<file path="src/rtl/fb_pkg.sv">
// Shared encodings and default frame geometry for the fill engine and the VGA scan-out block.
package fb_pkg;

   localparam int unsigned FB_H_RES   = 160;
   localparam int unsigned FB_V_RES   = 120;
   localparam int unsigned FB_COLOR_W = 16;
   localparam int unsigned FB_ADDR_W  = 16;

   typedef enum logic [1:0] {
      MODE_SOLID   = 2'd0,
      MODE_BORDER  = 2'd1,
      MODE_CHECKER = 2'd2,
      MODE_STRIPES = 2'd3
   } fb_mode_e;

   typedef enum logic [1:0] {
      ST_IDLE = 2'd0,
      ST_FILL = 2'd1,
      ST_DONE = 2'd2
   } fb_state_e;

endpackage

</file>
<file path="src/rtl/fb_wr_if.sv">
// Frame RAM write port: one write per cycle when we & mem_ready.
interface fb_wr_if #(
   parameter int unsigned ADDR_W  = 16,
   parameter int unsigned COLOR_W = 16
);
   logic               we;
   logic [ADDR_W-1:0]  addr;
   logic [COLOR_W-1:0] pixel_color;
   logic               mem_ready;

   modport master (output we, output addr, output pixel_color, input mem_ready);
   modport slave  (input we, input addr, input pixel_color, output mem_ready);
endinterface

</file>
<file path="src/rtl/fb_pattern_sel.sv">
// Combinational pattern generator: pixel coordinate and mode to colour.
module fb_pattern_sel
   import fb_pkg::*;
#(
   parameter int unsigned H_RES     = FB_H_RES,
   parameter int unsigned V_RES     = FB_V_RES,
   parameter int unsigned COLOR_W   = FB_COLOR_W,
   parameter int unsigned BORDER_W  = 2,
   parameter int unsigned TILE_LOG2 = 3,
   parameter int unsigned XW        = $clog2(H_RES),
   parameter int unsigned YW        = $clog2(V_RES)
)(
   input  logic [XW-1:0]      x,
   input  logic [YW-1:0]      y,
   input  fb_mode_e           mode,
   input  logic [COLOR_W-1:0] fg,
   input  logic [COLOR_W-1:0] bg,
   output logic [COLOR_W-1:0] color_c
);

   logic in_border;
   logic x_tile;
   logic y_tile;
   logic use_fg;

   // Tile bits are taken from zero-extended coordinates so small frames stay legal.
   assign x_tile = 1'((32'(x) >> TILE_LOG2) & 32'd1);
   assign y_tile = 1'((32'(y) >> TILE_LOG2) & 32'd1);

   assign in_border = (32'(x) < BORDER_W) || (32'(x) >= H_RES - BORDER_W) ||
                      (32'(y) < BORDER_W) || (32'(y) >= V_RES - BORDER_W);

   always_comb begin
      use_fg = 1'b1;
      case (mode)
         MODE_SOLID:   use_fg = 1'b1;
         MODE_BORDER:  use_fg = in_border;
         MODE_CHECKER: use_fg = x_tile ^ y_tile;
         MODE_STRIPES: use_fg = y_tile;
         default:      use_fg = 1'b1;
      endcase
   end

   assign color_c = use_fg ? fg : bg;

endmodule

</file>
<file path="src/rtl/fb_fill_gen.sv">
// Framebuffer fill engine: walks the frame in raster order issuing one RAM write per pixel.
module fb_fill_gen
   import fb_pkg::*;
#(
   parameter int unsigned H_RES     = FB_H_RES,
   parameter int unsigned V_RES     = FB_V_RES,
   parameter int unsigned ADDR_W    = FB_ADDR_W,
   parameter int unsigned COLOR_W   = FB_COLOR_W,
   parameter int unsigned BORDER_W  = 2,
   parameter int unsigned TILE_LOG2 = 3
)(
   input  logic               clk_2M,
   input  logic               rst,
   input  logic               start,
   input  logic [1:0]         mode,
   input  logic [COLOR_W-1:0] fg_color,
   input  logic [COLOR_W-1:0] bg_color,
   fb_wr_if.master            wr,
   output logic               busy,
   output logic               done
);

   localparam int unsigned XW = $clog2(H_RES);
   localparam int unsigned YW = $clog2(V_RES);

   fb_state_e          state;
   logic [XW-1:0]      x;
   logic [YW-1:0]      y;
   fb_mode_e           mode_q;
   logic [COLOR_W-1:0] fg_q;
   logic [COLOR_W-1:0] bg_q;

   logic               accept;
   logic               x_last;
   logic               y_last;
   logic [XW-1:0]      nx;
   logic [YW-1:0]      ny;
   fb_mode_e           sel_mode;
   logic [COLOR_W-1:0] sel_fg;
   logic [COLOR_W-1:0] sel_bg;
   logic [COLOR_W-1:0] pat_c;

   assign accept = wr.we & wr.mem_ready;
   assign x_last = (x == XW'(H_RES - 1));
   assign y_last = (y == YW'(V_RES - 1));

   // Next coordinate and colour source; in IDLE the first pixel uses the live inputs being latched.
   always_comb begin
      nx       = '0;
      ny       = '0;
      sel_mode = mode_q;
      sel_fg   = fg_q;
      sel_bg   = bg_q;
      if (state == ST_IDLE) begin
         sel_mode = fb_mode_e'(mode);
         sel_fg   = fg_color;
         sel_bg   = bg_color;
      end else if (x_last) begin
         ny = y + YW'(1);
      end else begin
         nx = x + XW'(1);
         ny = y;
      end
   end

   fb_pattern_sel #(
      .H_RES     (H_RES),
      .V_RES     (V_RES),
      .COLOR_W   (COLOR_W),
      .BORDER_W  (BORDER_W),
      .TILE_LOG2 (TILE_LOG2),
      .XW        (XW),
      .YW        (YW)
   ) u_pattern (
      .x       (nx),
      .y       (ny),
      .mode    (sel_mode),
      .fg      (sel_fg),
      .bg      (sel_bg),
      .color_c (pat_c)
   );

   always_ff @(posedge clk_2M) begin
      if (rst) begin
         state          <= ST_IDLE;
         x              <= '0;
         y              <= '0;
         mode_q         <= MODE_SOLID;
         fg_q           <= '0;
         bg_q           <= '0;
         wr.we          <= 1'b0;
         wr.addr        <= '0;
         wr.pixel_color <= '0;
         busy           <= 1'b0;
         done           <= 1'b0;
      end else begin
         case (state)
            ST_IDLE: begin
               done <= 1'b0;
               if (start) begin
                  mode_q         <= fb_mode_e'(mode);
                  fg_q           <= fg_color;
                  bg_q           <= bg_color;
                  x              <= '0;
                  y              <= '0;
                  wr.addr        <= '0;
                  wr.pixel_color <= pat_c;
                  wr.we          <= 1'b1;
                  busy           <= 1'b1;
                  state          <= ST_FILL;
               end
            end
            ST_FILL: begin
               if (accept) begin
                  if (x_last && y_last) begin
                     wr.we <= 1'b0;
                     busy  <= 1'b0;
                     done  <= 1'b1;
                     state <= ST_DONE;
                  end else begin
                     x              <= nx;
                     y              <= ny;
                     wr.addr        <= wr.addr + ADDR_W'(1);
                     wr.pixel_color <= pat_c;
                  end
               end
            end
            ST_DONE: begin
               done  <= 1'b0;
               state <= ST_IDLE;
            end
            default: begin
               wr.we <= 1'b0;
               busy  <= 1'b0;
               done  <= 1'b0;
               state <= ST_IDLE;
            end
         endcase
      end
   end

endmodule
</file>
<file path="src/flat_wrapper.sv">
// flat-port wrapper written by rule: the top's interface ports become plain ports
module fb_fill_gen_flat import fb_pkg::*;
#(
   parameter int unsigned H_RES     = FB_H_RES,
   parameter int unsigned V_RES     = FB_V_RES,
   parameter int unsigned ADDR_W    = FB_ADDR_W,
   parameter int unsigned COLOR_W   = FB_COLOR_W,
   parameter int unsigned BORDER_W  = 2,
   parameter int unsigned TILE_LOG2 = 3
)
  (clk_2M, rst, start, mode, fg_color, bg_color, busy, done, wr_we, wr_addr, wr_pixel_color, wr_mem_ready);
  fb_wr_if #(.ADDR_W(ADDR_W), .COLOR_W(COLOR_W)) wr_i ();
  input  logic clk_2M;
  input  logic rst;
  input  logic start;
  input  logic [1:0] mode;
  input  logic [COLOR_W-1:0] fg_color;
  input  logic [COLOR_W-1:0] bg_color;
  output logic busy;
  output logic done;
  output wire logic [$bits(wr_i.we)-1:0] wr_we;
  output wire logic [$bits(wr_i.addr)-1:0] wr_addr;
  output wire logic [$bits(wr_i.pixel_color)-1:0] wr_pixel_color;
  input wire logic [$bits(wr_i.mem_ready)-1:0] wr_mem_ready;
  assign wr_we = wr_i.we;
  assign wr_addr = wr_i.addr;
  assign wr_pixel_color = wr_i.pixel_color;
  assign wr_i.mem_ready = wr_mem_ready;
  fb_fill_gen #(.H_RES(H_RES), .V_RES(V_RES), .ADDR_W(ADDR_W), .COLOR_W(COLOR_W), .BORDER_W(BORDER_W), .TILE_LOG2(TILE_LOG2)) u_core (.clk_2M(clk_2M), .rst(rst), .start(start), .mode(mode), .fg_color(fg_color), .bg_color(bg_color), .wr(wr_i), .busy(busy), .done(done));
endmodule
</file>
<file path="config.mk">
export PLATFORM = sky130hd
export DESIGN_NAME = fb_fill_gen_flat
export DESIGN_NICKNAME = d
export VERILOG_FILES = /design/src/rtl/fb_pkg.sv /design/src/rtl/fb_wr_if.sv /design/src/rtl/fb_pattern_sel.sv /design/src/rtl/fb_fill_gen.sv /design/src/flat_wrapper.sv
export SDC_FILE = /design/constraint.sdc
export NUM_CORES = 1
export LEC_CHECK = 0
export CELL_PAD_IN_SITES_DETAIL_PLACEMENT = 2
export CELL_PAD_IN_SITES_GLOBAL_PLACEMENT = 2
export CORE_ASPECT_RATIO = 1.4
export CORE_MARGIN = 5
export CORE_UTILIZATION = 35
export CTS_CLUSTER_DIAMETER = 30
export DETAILED_ROUTE_END_ITERATION = 6
export PLACE_DENSITY_LB_ADDON = 0.1
export SLEW_MARGIN = 20
export SYNTH_ARGS = -nofsm -noshare
export SYNTH_HDL_FRONTEND = slang
export SYNTH_HIERARCHICAL = 1
export SYNTH_SLANG_ARGS = --single-unit
export TNS_END_PERCENT = 20
</file>
<file path="constraint.sdc">
create_clock -name clk_2M -period 7.4 [get_ports clk_2M]
set_input_delay 1.11 -clock clk_2M [delete_from_list [all_inputs] [get_ports clk_2M]]
set_output_delay 1.11 -clock clk_2M [all_outputs]
set_load 0.05 [all_outputs]
</file>
* Word-level counts from Yosys, hierarchy flattened
Index checks and enable logic that the tools add are counted.
Operators by class: mux-type cells 33, add/subtract/negate cells 3, eq/ne operators 11, order comparisons 4, reductions and logical operators 13, bitwise operators 4
Operators with widths (count):
- $mux W16 | 9
- $pmux W16 S2 | 2
- $mux W8 | 5
- $mux W7 | 5
- $add A16 B1 Y16 const B | 1
- $pmux W8 S2 | 1
- $pmux W7 S2 | 1
- $add A8 B1 Y8 const B | 1
- $eq A8 B8 Y1 const B | 1
- $ge A8 B8 Y1 const B | 1
- $lt A8 B2 Y1 const B | 1
- $mux W2 | 4
- $reduce_and A4 Y1 | 2
- $add A7 B1 Y7 const B | 1
- $eq A7 B7 Y1 const B | 1
- $ge A7 B7 Y1 const B | 1
- $lt A7 B2 Y1 const B | 1
- $eq A2 B2 Y1 const B | 3
- $eq A2 B1 Y1 const B | 2
- $logic_not A2 Y1 | 2
- $ne A2 B1 Y1 const B | 2
- $ne A2 B2 Y1 const B | 2
- $pmux W1 S4 | 1
- $pmux W2 S2 | 1
- other kinds (11) | 17
Storage, ports and cells: output and inout bits 35, logic and storage cells 78, register bits 85, input bits 38

* Longest topological paths before layout
Gate-level depths: netlist (run 1).
depth after elaboration 12, mapped depth 15, mapped depth without buffers 13

* Hierarchy
Netlist (run 1), hierarchy kept.
By module, submodules not included:
- fb_fill_gen | sequential area each 1701.6 sq um, area an instance 4150.2 sq um, instances 1, cells an instance 498
- fb_pattern_sel | sequential area each 0.0 sq um, area an instance 355.3 sq um, instances 1, cells an instance 30

* Worst setup path before layout (run 1)
OpenSTA, ideal clock, no wires.
path type register to register, from register u_core.x[0], to register u_core.wr.pixel_color[5], buffers on the path 2, period minus slack after synthesis 3152 ps, cell stages (with the launch flop) 15, setup time 132 ps, data required time 7268 ps, data arrival time 3020 ps, setup slack 4248 ps, cells stage by stage dfxtp_1 > ha_1 > and4_4 > and2_4 > buf_12 > nand4_4 > xnor2_1 > nor2_1 > or4_1 > o311ai_2 > o41ai_4 > buf_6 > mux2_4 > nand2_1 > a21oi_1
Between the ends: elaborated cells between the ends (all ways) 23, those cells by class add/sub: 1; order compare: 4; eq/ne: 2; mux: 10; bitwise: 1; reduce/logical: 5
RTL lines:
- start: declaration | RTL line fb_fill_gen.sv:27 | logic [XW-1:0] x;
- start signal: assignment | RTL line fb_fill_gen.sv:121 | x <= nx;
- $eq A8 B8 Y1 (*) | RTL line fb_fill_gen.sv:44 | assign x_last = (x == XW'(H_RES - 1));
- $mux W7 (*) | RTL line fb_fill_gen.sv:58 | end else if (x_last) begin
- $mux W7 (*) | RTL line fb_fill_gen.sv:54 | if (state == ST_IDLE) begin
- net u_core.ny[3] | RTL line fb_fill_gen.sv:37 | logic [YW-1:0] ny;
- $lt A7 B2 Y1 | RTL line fb_pattern_sel.sv:31 | (32'(y) < BORDER_W) || (32'(y) >= V_RES - BORDER_W);
- $logic_or A1 B1 Y1 | RTL line fb_pattern_sel.sv:30 | assign in_border = (32'(x) < BORDER_W) || (32'(x) >= H_RES - BORDER_W) ||
- $logic_or A1 B1 Y1 | RTL line fb_pattern_sel.sv:31
- $pmux W1 S4 (*) | RTL line fb_pattern_sel.sv:35 | case (mode)
- $mux W16 (*) | RTL line fb_pattern_sel.sv:44 | assign color_c = use_fg ? fg : bg;
- net u_core.pat_c[5] | RTL line fb_fill_gen.sv:41 | logic [COLOR_W-1:0] pat_c;
- $mux W16 | RTL line fb_fill_gen.sv:115 | if (x_last && y_last) begin
- $mux W16 | RTL line fb_fill_gen.sv:114 | if (accept) begin
- $pmux W16 S2 (*) | RTL line fb_fill_gen.sv:97 | case (state)
- end signal: assignment | RTL line fb_fill_gen.sv:107 | wr.pixel_color <= pat_c;
- end signal: assignment | RTL line fb_fill_gen.sv:124 | wr.pixel_color <= pat_c;
- end: declaration | RTL line fb_wr_if.sv:11 | modport master (output we, output addr, output pixel_color, input mem_ready);
The timed path passes the listed nets; every way through them passes the cells marked *. The select of a mux whose other input is x is not followed. A chain may end at the register's enable or synchronous reset.

* Worst setup path after layout (run 1)
from register u_core.x[0], to register u_core.wr.pixel_color[0]
Between the ends: elaborated cells between the ends (all ways) 23, those cells by class add/sub: 1; order compare: 4; eq/ne: 2; mux: 10; bitwise: 1; reduce/logical: 5
RTL lines (RTL line):
- $eq A8 B8 Y1 (*) | fb_fill_gen.sv:44
- $mux W7 (*) | fb_fill_gen.sv:58
- $mux W7 (*) | fb_fill_gen.sv:54
- net u_core.ny[6] | fb_fill_gen.sv:37
- $lt A7 B2 Y1 | fb_pattern_sel.sv:31
- $logic_or A1 B1 Y1 | fb_pattern_sel.sv:30
- $logic_or A1 B1 Y1 (*) | fb_pattern_sel.sv:31
- $pmux W1 S4 (*) | fb_pattern_sel.sv:35
- $mux W16 (*) | fb_pattern_sel.sv:44
- net u_core.pat_c[0] | fb_fill_gen.sv:41
- $mux W16 | fb_fill_gen.sv:115
- $mux W16 | fb_fill_gen.sv:114
- $pmux W16 S2 (*) | fb_fill_gen.sv:97
Marks and branches as above.

==> results of run 1 <==
## flip-flops by register name, indices dropped and copies added, names as in the netlist
name	count
u_core/bg_q	16
u_core/fg_q	16
u_core/wr.addr	16
u_core/wr.pixel_color	16
u_core/x	8
u_core/y	7
u_core/mode_q	2
u_core/state	2
u_core/done	1
u_core/wr.we	1
## final cells by class
type	instances	area [µm²]
timing repair buffer	78	760.7
sequential	85	1702
clock buffer	9	225.2
fill	1410	7172
inverter	8	30.03
multi-input combinational	397	2570
tap	153	191.4
clock inverter	6	40.04
## layer usage
metal  track usage [%]  vias to the layer above  routed length [µm]
met5                 0                        -                   0
met4             7.299                        0                 245
met3             3.037                       17                 348
met2             36.83                       61                7911
met1             21.82                     2071                6008
li1                  -                     1946                   -
## power by group through the flow
stage / Sequential, mW / Clock (mW) / Combinational (mW)
5_1_grt: 0.492 / 0.456 / 0.213
3_5_place_dp: 0.500 / 0 / 0.198
2_1_floorplan: 0.521 / 0 / 0.109
4_1_cts: 0.490 / 0.438 / 0.200
6_report: 0.490 / 0.423 / 0.197
3_3_place_gp: 0.499 / 0 / 0.192
## how the worst min path moves through the flow
stage / depth (start not counted) / to / start
final: 2 / u_core/bg_q[13] / u_core/bg_q[13]
after global routing: 2 / u_core/bg_q[0] / u_core/bg_q[0]
after CTS: 2 / u_core/bg_q[13] / u_core/bg_q[13]
after detailed placement: 2 / u_core/bg_q[13] / u_core/bg_q[13]
after global placement: 2 / u_core/fg_q[0] / u_core/fg_q[0]
after floorplan: 2 / u_core/bg_q[0] / u_core/bg_q[0]
## critical path: cells and delay by family, from the launching register on
family | cells | cell delay (ns)
AO/OA/AOI/OAI | 3 | 0.46
XOR/XNOR | 1 | 0.17
adder cells (fa/ha/maj) | 1 | 0.25
buffers and inverters | 1 | 0.26
flip-flops | 1 | 0.38
multiplexers | 1 | 0.35
AND/OR/NAND/NOR | 6 | 1.45
==> metrics.cfg, run 1 <==
[outcome]
outcome=finished, final reports clean

[global_route]
grt_antenna_before_repair=0
first_global_vias=4533
overflow=0
grt_max_degree=75
grt_first_pass_wirelength_um=23600
global_route.usage.total_pct=19.42

[cells_and_area]
layout.cell_area.non_filler_um2=5519
antenna_cells=0
nets=620
flow.area_growth_from_synthesis_pct=22.97
final_util_pct=43.49
drive_above_1_share_pct=15.61
post_layout_nonfiller_instances=736
most_frequent_cells_in_the_layout=115 x sky130_fd_sc_hd__nand2_1, 85 x sky130_fd_sc_hd__dfxtp_1, 71 x sky130_fd_sc_hd__clkdlybuf4s50_1, 67 x sky130_fd_sc_hd__a21oi_1, 38 x sky130_fd_sc_hd__mux2_2
most_common_cell_after_layout_fill_and_taps_aside=sky130_fd_sc_hd__nand2_1

[setup_path]
setup.worst_path.start=u_core/x[0]
delay_of_the_slowest_cell_on_the_worst_path_ns=0.51
setup.worst_path.start_class=flop
worstReg2RegStart=u_core/x[0]
cp-end-kind=flop
r2r_cells=13
critical_path_required_ns=7.59
endpoint=u_core/wr.pixel_color[0]
critical_path.max_fanout=16
r2r_setup_slack_ns=3.92
critical_path_cell_sequence=ha_1 > and4_4 > nand2_2 > nor3_1 > xnor2_1 > nor2_1 > or4_1 > o311ai_2 > o41ai_4 > buf_4 > mux2_1 > nand2_1 > a21oi_1
criticalPathCategory=reg2reg
critical_path_at_ns=3.68
critical-path-slowest-cell=sky130_fd_sc_hd__or4_1
worst_r2r_endpoint=u_core/wr.pixel_color[0]

[hold_path]
class_of_the_tightest_hold_or_removal_check=reg2reg

[cts]
cts_inserted_buffers=9
clk_latency_ns=0.35
path_clk_slew_ns=0.07
cts_sinks=85
postCtsSetupBuffers=0
h-tree-depth=3
ctsLongestPathBuffers=2
hold_buffers=0
cts_tree=built
cts.repair.resized=0
cts_root_buffer=sky130_fd_sc_hd__clkbuf_16

[drt]
drt_first_iter_violations=101
postRouteAntennaNets=0
drcViolationCount=0
viasPerCell=5.564
routed-via-count=4095
drt_pass1_iterations=4
wl_per_cell_um=19.72
route.final.wire_length_um=14510

[power]
pwr-share-seq_pct=44.1
power.net_switching_uw=322.2
finalPower_mw=1.110
power.share.switching_pct=29.02
internal_power_contribution_uw=788.2
comb_power_share_pct=17.8
cellPowerDensity_nw_per_um2=201.2
irDropWorstVdd_mv=0.1078
clock_power_share_pct=38.1
total_leakage_power_nw=1.968

[synth]
synthesis.area_per_instance_um2=8.549
synthesis.area_um2=4488
yosys_warnings=6
synthesis.nets=566
post_synth_inst_count=525

[floorplan]
area_of_the_core_region_um2=12690
die_area_um2=15220
die_y_um=144.0
die-width_um=105.7
ioPinCount=73
std_cell_rows=49
floorplan.initialDensity_pct=35.36

[sta]
finalWorstSetupSlack_ns=3.915
hold_viol=0
setup-violations-final=0
finalSetupTns_ns=0
timing.clock.skew_ns=0.009937
finalCriticalPeriod_ns=3.485
maxSlewHeadroom_pct=40.68
grt_setup_unrepaired=no
min_period_over_period_pct=47.09
hold_ws_ns=0.4567
worst_pin_slew_ns=0.8839
fmaxAchievable_mhz=287.0
final_number_of_max_transition_violations=0

[flow_run]
cap_violations=0

[place]
place_ws_ns=3.935
port-buffer-count=72
numPlacedInstances=721
routabilityCongestion=0.7744
hpwlAfterDp_um=9969
placedInstanceArea_um2=5254

Note: power is estimated with default switching activity, not from simulation.
==> run 2, diff against run 1 <==
--- a/config.mk
+++ b/config.mk
@@ -9,7 +9,7 @@
 export CELL_PAD_IN_SITES_GLOBAL_PLACEMENT = 2
 export CORE_ASPECT_RATIO = 1.4
 export CORE_MARGIN = 5
-export CORE_UTILIZATION = 35
+export CORE_UTILIZATION = 32
 export CTS_CLUSTER_DIAMETER = 30
 export DETAILED_ROUTE_END_ITERATION = 6
 export PLACE_DENSITY_LB_ADDON = 0.1
==> constraint.sdc (replaced) <==
create_clock -name clk_2M -period 3.4 [get_ports clk_2M]
set_input_delay 0.51 -clock clk_2M [delete_from_list [all_inputs] [get_ports clk_2M]]
set_output_delay 0.51 -clock clk_2M [all_outputs]
set_load 0.05 [all_outputs]
==> run 2 against run 1 <==
Final cell count rose by 6.7%. Core utilization fell by 1.6 points. Design area rose by 5.1%. Register-to-register slack got worse by 3.8 ns. Die area rose by 8.6%. Combinational power rose by 130%. Total power rose by 120%. Largest power group unchanged. Highest routed layer unchanged.
==> metrics.cfg, run 2 (same netlist as run 1, synthesis figures left out) <==
[outcome]
outcome=finished, final reports clean

[cells_and_area]
multiInputGateArea_um2=2639  ; +2.7%
drive_above_1_share_pct=19.83  ; +4.2 points
num-fill-cells=1565  ; +11%
nets=636  ; +2.6%
flow.area_growth_from_synthesis_pct=29.19
most_common_cell_after_layout_fill_and_taps_aside=sky130_fd_sc_hd__nand2_1
most_frequent_cells_in_the_layout=115 x sky130_fd_sc_hd__nand2_1, 80 x sky130_fd_sc_hd__dfxtp_1, 71 x sky130_fd_sc_hd__clkdlybuf4s50_1, 66 x sky130_fd_sc_hd__a21oi_1, 38 x sky130_fd_sc_hd__mux2_2
antenna_cells=0  ; unchanged
register_area_um2=1713  ; +0.66%

[sta]
final_number_of_max_transition_violations=0  ; unchanged
hold_ws_ns=0.4567  ; +0.00004200 ns
finalWorstSetupSlack_ns=0.1136  ; -3.802 ns
fmaxAchievable_mhz=304.3  ; +6.0%
timing.clock.skew_ns=0.008918  ; -0.001018 ns
finalCriticalPeriod_ns=3.286  ; -0.1983 ns
min_period_over_period_pct=96.66  ; +50 points
worst_pin_slew_ns=0.9900  ; +0.1062 ns
setup-violations-final=0  ; unchanged
hold_viol=0  ; unchanged
maxSlewHeadroom_pct=33.55  ; -7.1 points

[cts]
cts_inserted_buffers=9  ; unchanged
hold_buffers=0  ; unchanged
path_clk_slew_ns=0.07  ; about the same
h-tree-depth=3  ; unchanged
cts_tree=built
cts_sinks=85  ; unchanged
ctsLongestPathBuffers=2  ; unchanged
cts_root_buffer=sky130_fd_sc_hd__clkbuf_16
clk_latency_ns=0.34  ; about the same

[setup_path]
critical-path-slowest-cell=sky130_fd_sc_hd__or4_4
bufs_and_invs_on_worst_path=2  ; +1
delay_of_the_slowest_cell_on_the_worst_path_ns=0.56  ; +0.05 ns
critical_path_cell_sequence=ha_4 > and4_4 > and2_4 > nand4_4 > xnor2_2 > nor2_1 > or4_4 > o311ai_4 > o41ai_4 > buf_4 > buf_4 > mux2_1 > nand2_1 > a21oi_1
critical_path_at_ns=3.49  ; -0.19 ns
timing.critical_path.max_delay_family=simple AND/OR/NAND/NOR gates
critical_path.max_fanout=5  ; -11
setup.worst_path.start_class=flop
cp-end-kind=flop
critical_path_required_ns=3.61  ; -3.98 ns
criticalPathCategory=reg2reg
path_common_cell=sky130_fd_sc_hd__buf_4

[power]
power.share.switching_pct=29.09  ; +0.075 points
internal_power_contribution_mw=1.738  ; +120%
power.net_switching_uw=713.2  ; +120%
irDropWorstVdd_mv=0.2027  ; +88%
pwr-share-seq_pct=43.4  ; -0.7 points
total_leakage_power_nw=2.088  ; +6.1%
cellPowerDensity_nw_per_um2=422.8  ; +110%
comb_power_share_pct=18.5  ; +0.7 points
clock_power_share_pct=38.1  ; about the same
finalPower_mw=2.451  ; +120%

[hold_path]
class_of_the_tightest_hold_or_removal_check=reg2reg

[global_route]
grt_antenna_before_repair=0  ; unchanged
grt_first_pass_wirelength_um=24050  ; +1.9%
first_global_vias=4594  ; +1.3%
grt_max_degree=44  ; -41%
overflow=0  ; unchanged
global_route.usage.total_pct=18.64  ; -0.79 points

[place]
port-buffer-count=72  ; unchanged
hpwlAfterDp_um=10670  ; +7.0%
routabilityCongestion=0.7712  ; -0.41%
place_ws_ns=0.02437  ; -3.911 ns

[drt]
drt_first_iter_violations=110  ; +8.9%
routed-via-count=4166  ; +1.7%
viasPerCell=5.307  ; -4.6%
highest-signal-layer=met4
met2RoutedLength_um=8568  ; +8.3%
route.final.wire_length_um=15130  ; +4.3%
route.met3.wl_um=314  ; -9.8%
drt_pass1_iterations=4  ; unchanged
postRouteAntennaNets=0  ; unchanged
wl_met1_um=6103  ; +1.6%
drcViolationCount=0  ; unchanged
wl_per_cell_um=19.28  ; -2.2%

[floorplan]
floorplan.initialDensity_pct=32.41  ; -3.0 points
die_y_um=150.1  ; +4.3%
area_of_the_core_region_um2=13850  ; +9.1%
ioPinCount=73  ; unchanged
std_cell_rows=51  ; +4.1%
die_area_um2=16530  ; +8.6%
die-width_um=110.1  ; +4.1%

[flow_run]
cap_violations=0  ; unchanged

## run 2: power by group through the flow
stage	sequential, mW	clock, mW	combinational (mW)
after floorplan	1.13	0	0.237
after global placement	1.09	0	0.434
after detailed placement	1.09	0	0.447
after CTS	1.07	0.958	0.450
after global routing	1.07	1.01	0.488
final	1.06	0.934	0.454
## run 2: path summary, 6_finish.rpt
path,cells after the start,endpoint,from,slack [ns]
worst max-delay path,14,u_core/wr.pixel_color[15],u_core/x[0],0.11
worst min-delay path,2,u_core/bg_q[2],u_core/bg_q[2],0.46
worst max register to register,14,u_core/wr.pixel_color[15],u_core/x[0],0.11
worst min register to register,2,u_core/bg_q[2],u_core/bg_q[2],0.46
## run 2: area by class of cell
type	count	area share, %
Multi-Input combinational cell	397	45.51
Clock buffer	9	3.884
Inverter	8	0.5179
Clock inverter	7	0.8416
Tap cell	185	3.992
Sequential cell	85	29.54
Timing Repair Buffer	94	15.71
## run 2: worst reg2reg max path, cell delays in order, from the launching register on
cell                       delay, ns
sky130_fd_sc_hd__dfxtp_4        0.38
sky130_fd_sc_hd__ha_4           0.15
sky130_fd_sc_hd__and4_4         0.26
sky130_fd_sc_hd__and2_4         0.17
sky130_fd_sc_hd__nand4_4        0.13
sky130_fd_sc_hd__xnor2_2        0.19
sky130_fd_sc_hd__nor2_1         0.10
sky130_fd_sc_hd__or4_4          0.56
sky130_fd_sc_hd__o311ai_4       0.32
sky130_fd_sc_hd__o41ai_4        0.11
sky130_fd_sc_hd__buf_4          0.19
sky130_fd_sc_hd__buf_4          0.15
sky130_fd_sc_hd__mux2_1         0.31
sky130_fd_sc_hd__nand2_1        0.07
sky130_fd_sc_hd__a21oi_1        0.07
## run 2: through the flow
stage / TNS, ns / util [%] / instances / instance area (µm²)
after floorplan: 0 / - / 525 / 4488
after global placement: 0 / 38.86 / 763 / 5381
after detailed placement: 0 / 38.86 / 763 / 5381
after CTS: 0 / 40.93 / 780 / 5668
after global routing: -0.04986 / 41.87 / 785 / 5798
final: 0 / 41.87 / 785 / 5798
## run 2: layer usage
metal	up-vias	track usage, %
met2	49	36.00
met4	0	4.559
met1	2122	20.95
met5	-	0
li1	1983	-
met3	12	2.660
## run 2: repair_timing
item                                    4_1_cts  5_1_grt
pin swaps                                     0        7
gates cloned                                  0        1
setup buffers                                 1        4
gates resized for setup                       1       17
endpoints found under the setup margin       12       12
